<file path="src/rtl/ssg_scan_mux_if.sv">
// ssg_scan_mux_if: display data in, scanned 7-segment pins out.
// master drives digit codes and controls; slave is the scanner.
interface ssg_scan_mux_if #(
  parameter int N_DIGITS = 4
);
  localparam int IW = (N_DIGITS > 1) ? $clog2(N_DIGITS) : 1;

  logic [4*N_DIGITS-1:0] bcd;
  logic [N_DIGITS-1:0]   dp;
  logic                  load;
  logic                  blank_lz;
  logic                  hex_mode;
  logic [6:0]            ssg;
  logic                  dp_o;
  logic [N_DIGITS-1:0]   an;
  logic [IW-1:0]         digit_idx;
  logic                  frame_done;

  modport master (
    output bcd, dp, load, blank_lz, hex_mode,
    input  ssg, dp_o, an, digit_idx, frame_done
  );

  modport slave (
    input  bcd, dp, load, blank_lz, hex_mode,
    output ssg, dp_o, an, digit_idx, frame_done
  );
endinterface

</file>
<file path="src/rtl/ssg_scan_mux.sv">
// ssg_scan_mux: time-multiplexed N-digit 7-segment driver with
// double-buffered data, leading-zero blanking and hex/BCD glyphs.
module ssg_scan_mux #(
  parameter int N_DIGITS       = 4,
  parameter int CLK_DIV        = 50000,
  parameter int SEG_ACTIVE_LOW = 1,
  parameter int AN_ACTIVE_LOW  = 1
) (
  input  logic          clk,
  input  logic          rst_n,
  ssg_scan_mux_if.slave bus
);
  localparam int IW = (N_DIGITS > 1) ? $clog2(N_DIGITS) : 1;
  localparam int PW = (CLK_DIV > 1) ? $clog2(CLK_DIV) : 1;

  localparam logic [PW-1:0] PMAX = PW'(CLK_DIV - 1);
  localparam logic [IW-1:0] IMAX = IW'(N_DIGITS - 1);

  localparam logic [6:0] SEG_INV =
    {7{SEG_ACTIVE_LOW != 0}};
  localparam logic DP_INV = (SEG_ACTIVE_LOW != 0);
  localparam logic [N_DIGITS-1:0] AN_INV =
    {N_DIGITS{AN_ACTIVE_LOW != 0}};

  logic [PW-1:0]         r_presc;
  logic [IW-1:0]         r_idx;
  logic                  r_frame;
  logic [4*N_DIGITS-1:0] r_bcd;
  logic [N_DIGITS-1:0]   r_dp;
  logic [6:0]            r_ssg;
  logic                  r_dpo;
  logic [N_DIGITS-1:0]   r_an;

  logic                  w_tick;
  logic [3:0]            w_code;
  logic                  w_dp_sel;
  logic                  w_zsel;
  logic                  w_blank;
  logic [N_DIGITS-1:0]   w_an;
  logic [N_DIGITS-1:0]   w_zero;
  logic [6:0]            w_glyph;

  assign w_tick = (r_presc == PMAX);

  // Refresh prescaler: one tick per digit slot.
  always_ff @(posedge clk or negedge rst_n) begin
    if (!rst_n) begin
      r_presc <= '0;
    end else if (w_tick) begin
      r_presc <= '0;
    end else begin
      r_presc <= r_presc + 1'b1;
    end
  end

  // Digit scan counter; frame pulse follows the wrap edge.
  always_ff @(posedge clk or negedge rst_n) begin
    if (!rst_n) begin
      r_idx   <= '0;
      r_frame <= 1'b0;
    end else begin
      r_frame <= w_tick && (r_idx == IMAX);
      if (w_tick) begin
        r_idx <= (r_idx == IMAX) ? '0 : r_idx + 1'b1;
      end
    end
  end

  // Shadow copy of digit codes and dots, taken only on load.
  always_ff @(posedge clk or negedge rst_n) begin
    if (!rst_n) begin
      r_bcd <= '0;
      r_dp  <= '0;
    end else if (bus.load) begin
      r_bcd <= bus.bcd;
      r_dp  <= bus.dp;
    end
  end

  // w_zero[i]: digits i..top hold zero and request no dot.
  always_comb begin
    w_zero = '0;
    w_zero[N_DIGITS-1] =
      (r_bcd[4*(N_DIGITS-1) +: 4] == 4'h0) &&
      !r_dp[N_DIGITS-1];
    for (int i = N_DIGITS - 2; i >= 0; i--) begin
      w_zero[i] = w_zero[i+1] &&
                  (r_bcd[4*i +: 4] == 4'h0) && !r_dp[i];
    end
  end

  // Select the current digit's code, dot, zero run and enable.
  always_comb begin
    w_code   = 4'h0;
    w_dp_sel = 1'b0;
    w_zsel   = 1'b0;
    w_an     = '0;
    for (int i = 0; i < N_DIGITS; i++) begin
      if (r_idx == IW'(i)) begin
        w_code   = r_bcd[4*i +: 4];
        w_dp_sel = r_dp[i];
        w_zsel   = w_zero[i];
        w_an[i]  = 1'b1;
      end
    end
  end

  assign w_blank = bus.blank_lz && (r_idx != '0) && w_zsel;

  // Glyph lookup, active-high {g,f,e,d,c,b,a}.
  always_comb begin
    w_glyph = 7'h00;
    unique case (w_code)
      4'h0: w_glyph = 7'h3F;
      4'h1: w_glyph = 7'h06;
      4'h2: w_glyph = 7'h5B;
      4'h3: w_glyph = 7'h4F;
      4'h4: w_glyph = 7'h66;
      4'h5: w_glyph = 7'h6D;
      4'h6: w_glyph = 7'h7D;
      4'h7: w_glyph = 7'h07;
      4'h8: w_glyph = 7'h7F;
      4'h9: w_glyph = 7'h6F;
      4'hA: w_glyph = bus.hex_mode ? 7'h77 : 7'h40;
      4'hB: w_glyph = bus.hex_mode ? 7'h7C : 7'h40;
      4'hC: w_glyph = bus.hex_mode ? 7'h39 : 7'h40;
      4'hD: w_glyph = bus.hex_mode ? 7'h5E : 7'h40;
      4'hE: w_glyph = bus.hex_mode ? 7'h79 : 7'h40;
      4'hF: w_glyph = bus.hex_mode ? 7'h71 : 7'h40;
    endcase
  end

  // Pin registers: segments, dot and enables update together.
  always_ff @(posedge clk or negedge rst_n) begin
    if (!rst_n) begin
      r_ssg <= SEG_INV;
      r_dpo <= DP_INV;
      r_an  <= AN_INV;
    end else begin
      r_ssg <= (w_blank ? 7'h00 : w_glyph) ^ SEG_INV;
      r_dpo <= (w_dp_sel && !w_blank) ^ DP_INV;
      r_an  <= w_an ^ AN_INV;
    end
  end

  assign bus.ssg        = r_ssg;
  assign bus.dp_o       = r_dpo;
  assign bus.an         = r_an;
  assign bus.digit_idx  = r_idx;
  assign bus.frame_done = r_frame;
endmodule
</file>
<file path="src/flat_wrapper.sv">
// flat-port wrapper written by rule: the top's interface ports become plain ports
module ssg_scan_mux_flat 
#(
  parameter int N_DIGITS       = 4,
  parameter int CLK_DIV        = 50000,
  parameter int SEG_ACTIVE_LOW = 1,
  parameter int AN_ACTIVE_LOW  = 1
)
  (clk, rst_n, bus_bcd, bus_dp, bus_load, bus_blank_lz, bus_hex_mode, bus_ssg, bus_dp_o, bus_an, bus_digit_idx, bus_frame_done);
  ssg_scan_mux_if #(.N_DIGITS(N_DIGITS)) bus_i ();
  input  logic clk;
  input  logic rst_n;
  input wire logic [$bits(bus_i.bcd)-1:0] bus_bcd;
  input wire logic [$bits(bus_i.dp)-1:0] bus_dp;
  input wire logic [$bits(bus_i.load)-1:0] bus_load;
  input wire logic [$bits(bus_i.blank_lz)-1:0] bus_blank_lz;
  input wire logic [$bits(bus_i.hex_mode)-1:0] bus_hex_mode;
  output wire logic [$bits(bus_i.ssg)-1:0] bus_ssg;
  output wire logic [$bits(bus_i.dp_o)-1:0] bus_dp_o;
  output wire logic [$bits(bus_i.an)-1:0] bus_an;
  output wire logic [$bits(bus_i.digit_idx)-1:0] bus_digit_idx;
  output wire logic [$bits(bus_i.frame_done)-1:0] bus_frame_done;
  assign bus_i.bcd = bus_bcd;
  assign bus_i.dp = bus_dp;
  assign bus_i.load = bus_load;
  assign bus_i.blank_lz = bus_blank_lz;
  assign bus_i.hex_mode = bus_hex_mode;
  assign bus_ssg = bus_i.ssg;
  assign bus_dp_o = bus_i.dp_o;
  assign bus_an = bus_i.an;
  assign bus_digit_idx = bus_i.digit_idx;
  assign bus_frame_done = bus_i.frame_done;
  ssg_scan_mux #(.N_DIGITS(N_DIGITS), .CLK_DIV(CLK_DIV), .SEG_ACTIVE_LOW(SEG_ACTIVE_LOW), .AN_ACTIVE_LOW(AN_ACTIVE_LOW)) u_core (.clk(clk), .rst_n(rst_n), .bus(bus_i));
endmodule
</file>
<file path="config.mk">
export PLATFORM = sky130hd
export DESIGN_NAME = ssg_scan_mux_flat
export DESIGN_NICKNAME = d
export VERILOG_FILES = /design/src/rtl/ssg_scan_mux_if.sv /design/src/rtl/ssg_scan_mux.sv /design/src/flat_wrapper.sv
export SDC_FILE = /design/constraint.sdc
export NUM_CORES = 1
export LEC_CHECK = 0
export ABC_AREA = 1
export CAP_MARGIN = 20
export CORE_MARGIN = 4
export CORE_UTILIZATION = 49
export CTS_CLUSTER_SIZE = 20
export DETAILED_ROUTE_END_ITERATION = 7
export GPL_TIMING_DRIVEN = 0
export PLACE_DENSITY = 0.8
export SETUP_SLACK_MARGIN = 0.02
export SYNTH_ARGS = -nofsm -noshare
export SYNTH_HDL_FRONTEND = slang
export SYNTH_SLANG_ARGS = --single-unit
export TNS_END_PERCENT = 30
</file>
<file path="constraint.sdc">
create_clock -name clk -period 1.6 [get_ports clk]
set_clock_uncertainty 0.05 [all_clocks]
set_input_delay 0.32 -clock clk [delete_from_list [all_inputs] [get_ports clk]]
set_output_delay 0.32 -clock clk [all_outputs]
set_load 0.02 [all_outputs]
</file>
==> flow_metrics.env <==
export IMPL_run_status="finished with violations"
export IMPL_violations="negative setup slack"
export IMPL_cts_inserted_buffers=5
export IMPL_cts_tree="yes"
export IMPL_max_freq_mhz=532.1
export IMPL_maxCapViolations=0
export IMPL_ir_worst_vdd_v=0.0005079
export IMPL_synth_mux_area_frac=0.01261
export IMPL_synth_xor_area_share=0.01635
export IMPL_netlist_instances=345
export IMPL_post_dp_cell_area_um2=3202
export IMPL_finalNonFillerCells=482
export IMPL_fin_ws_ns=-0.2793
export IMPL_synth_seq_cells=51
export IMPL_yosys_area_share_simple=0.2933
export IMPL_ios=40
export IMPL_drc=0
export IMPL_cp_max_fo=8
export IMPL_grt_setup_unrepaired="yes"
export IMPL_antenna_found_initial=0
export IMPL_ant_nets=0
export IMPL_cts_htree_levels=2
export IMPL_power_density_nw_per_um2=786.8
export IMPL_hold_start="bus_load"
export IMPL_placed_cells=454
export IMPL_synthDistinctLibCells=28
export IMPL_grt_pass1_wl_um=10620
export IMPL_nets=441
export IMPL_dieArea_um2=6714
export IMPL_synth_top_family_by_area="simple AND/OR/NAND/NOR gates"
export IMPL_worstPathCellList="inv_4 > ha_4 > inv_6 > nand3_2 > nand2_1 > nand2_1 > nand2_2 > nand2_4 > nor2_4 > nand2_1 > o21ai_1 > o21ai_1"
export IMPL_syn_area_um2=2679
export IMPL_synth_avg_cell_area_um2=7.765
export IMPL_crit_buf_inv=2
export IMPL_total_power_w=0.002918
export IMPL_wirelength_um=6858
export IMPL_dp_final_hpwl_um=4413
export IMPL_post_route_min_period_ns=1.879
export IMPL_synth_area_leaders="dfrtp_1 36%, nand2_1 14%, dfstp_2 12%"
export IMPL_hold_ws_ns=0.3742
export IMPL_start_util=0.5147
export IMPL_synth_area_leader_cell="dfrtp_1"
export IMPL_cts_path_max_buffers=2
export IMPL_hp_class="in -> reg"
export IMPL_grt_use_total=0.2054
export IMPL_place_gp_congestion=0.8774
export IMPL_register_area_um2=1294
export IMPL_area_growth_pct=38.44
export IMPL_insertion_delay_ns=0.30
export IMPL_cp_slowest_cell="dfrtp_2"
export IMPL_num_vias=2561
export IMPL_grt_max_degree=35
export IMPL_path_delay_family="simple AND/OR/NAND/NOR gates"
export IMPL_synth_compound_area_frac=0.09435
export IMPL_multi_input_area_um2=1468
export IMPL_cpMostUsedCell="nand2_1"
export IMPL_overflow=0
export IMPL_crit_required_ns=1.79
export IMPL_antennaDiodeCount=0
export IMPL_relSlewSlack=0.7200
export IMPL_clk_pin_slew_ns=0.09
export IMPL_tightest_slew_ns=0.4200
export IMPL_drv_slew=0
export IMPL_drt_iter0_drc=218
export IMPL_setup_viol=11
export IMPL_crit_type="reg -> reg"
export IMPL_grt_pass1_vias=2428
export IMPL_critPathCaptureType="flip-flop"
export IMPL_die_w_um=81.94
export IMPL_finalHoldViolations=0
export IMPL_fin_crit_sh=1.175
export IMPL_drive_above_1_share=0.2961
export IMPL_num_rows=26
export IMPL_dieHeight_um=81.94
export IMPL_syn_num_nets=375
export IMPL_design_core_area_um2=5205
export IMPL_r2r_start="u_core.bus.digit_idx[1]"
export IMPL_max_stage_delay_ns=0.46
export IMPL_nFillCells=395
export IMPL_root_buffer="clkbuf_8"
export IMPL_design_area_um2=3709
export IMPL_synth_fa_ha_area_frac=0.02335
export IMPL_ys_seq_area_frac=0.4820
export IMPL_p_leak_nw=1.735
export IMPL_startpoint_type="flip-flop"
export IMPL_post_drt_wl_per_cell_um=14.23
export IMPL_yosys_warnings=0
export IMPL_arrival_ns=2.07
export IMPL_crit_start="u_core.bus.digit_idx[1]"
export IMPL_fin_tns_setup_ns=-1.901
export IMPL_vias_per_cell=5.313
export IMPL_port_buffers=38
export IMPL_yosysTopAreaCellShare=0.3643
export IMPL_first_pass_iters=5
export IMPL_cts_sinks=51
[state kept, by name, indices dropped and copies added (netlist names)]
name,flops
u_core.r_bcd,16
u_core.r_presc,16
u_core.bus.ssg,7
u_core.bus.an,4
u_core.r_dp,4
u_core.bus.digit_idx,2
u_core.bus.dp_o,1
u_core.bus.frame_done,1
[worst reg2reg max path, stage by stage, from the launching register on]
cell     delay, ns
dfrtp_2       0.46
inv_4         0.07
ha_4          0.21
inv_6         0.10
nand3_2       0.07
nand2_1       0.06
nand2_1       0.06
nand2_2       0.10
nand2_4       0.10
nor2_4        0.13
nand2_1       0.12
o21ai_1       0.20
o21ai_1       0.08
[repair_timing]
item                                    in CTS  in global routing
endpoints found under the setup margin      27                 18
gates resized for setup                     61                 30
hold buffers                                 1                  0
endpoints found under the hold margin        8                  0
gates cloned                                 1                  0
pin swaps                                   21                 16
buffers inserted                            11                  8
[per-stage QoR]
step                        util  setup WS [ns]
after floorplan                -       -0.09379
after global placement    0.6123         -1.428
after detailed placement  0.6151        -0.2864
after CTS                 0.6829        -0.1955
after global routing      0.7125        -0.3246
final                     0.7125        -0.2793
[Yosys cell counts (all sizes together)]
library cell / n
nor2: 33
o22ai: 1
xor2: 4
nand2: 107
inv: 44
dfstp: 12
nand3: 22
ha: 5
o21ai: 32
dfrtp: 39
a21oi: 16
nor3: 4
a31oi: 1
mux2: 3
xnor2: 1
buf: 4
nor4: 4
clkbuf: 3
nand4: 10
[area by class of cell]
type	instances	area share
clock buffer	6	0.02227
sequential	51	0.3489
timing repair buffer	60	0.1444
multi-input combinational	243	0.3957
buffer	6	0.008435
tap	70	0.02362
clock inverter	2	0.009447
inverter	44	0.04723
[final timing paths]
| path | slack [ns] | end | depth (start not counted) |
|---|---|---|---|
| worst max-delay path | -0.28 | u_core.bus.ssg[1] | 12 |
| worst min-delay path | 0.37 | u_core.r_bcd[11] | 2 |
| worst max register to register | -0.28 | u_core.bus.ssg[1] | 12 |
| worst min register to register | 0.43 | u_core.r_presc[13] | 1 |
| max in group asynchronous | 0.50 | u_core.bus.an[0] | 3 |
| min in group asynchronous | 0.42 | u_core.r_presc[13] | 2 |
[layer usage]
| layer | routed length (um) | part of all wire | up-vias | track usage |
|---|---|---|---|---|
| li1 | - | - | 1241 | - |
| met1 | 2792 | 0.41 | 1182 | 0.2389 |
| met2 | 3479 | 0.51 | 117 | 0.3700 |
| met3 | 412 | 0.060 | 21 | 0.03947 |
| met4 | 174 | 0.025 | 0 | 0.07973 |
| met5 | 0 | 0 | - | 0 |
[power breakdown]
part / internal, W / leakage, nW / switching (W)
clock network: 0.000507 / 0.0612 / 0.000426
registers: 0.00139 / 0.615 / 0.0000414
logic: 0.000231 / 1.06 / 0.000321
[cell usage in the layout (no fill, tap or decap), types with 10 or more instances in the layout]
master           synthesis  layout
nand2_2                  6      21
dlygate4sd2_1            0      13
clkdlybuf4s50_1          0      22
nor2_1                  28      19
nand4_1                 10      10
dfstp_2                 12      12
nand2_1                101      78
o21ai_0                 30      24
nand3_2                  0      10
buf_4                    1      20
a21oi_1                 16      13
nand3_1                 22      10
dfrtp_1                 39      37
inv_1                   41      37
[cell families after synthesis]
group / Yosys count
and+or+nand+nor: 180
DFF: 51
buffers and inverters: 51
xor gates and xnor gates: 5
AOI/OAI and AO/OA: 50
muxes: 3
adders and majority gates: 5
Note: power is estimated with default switching activity, not from simulation.
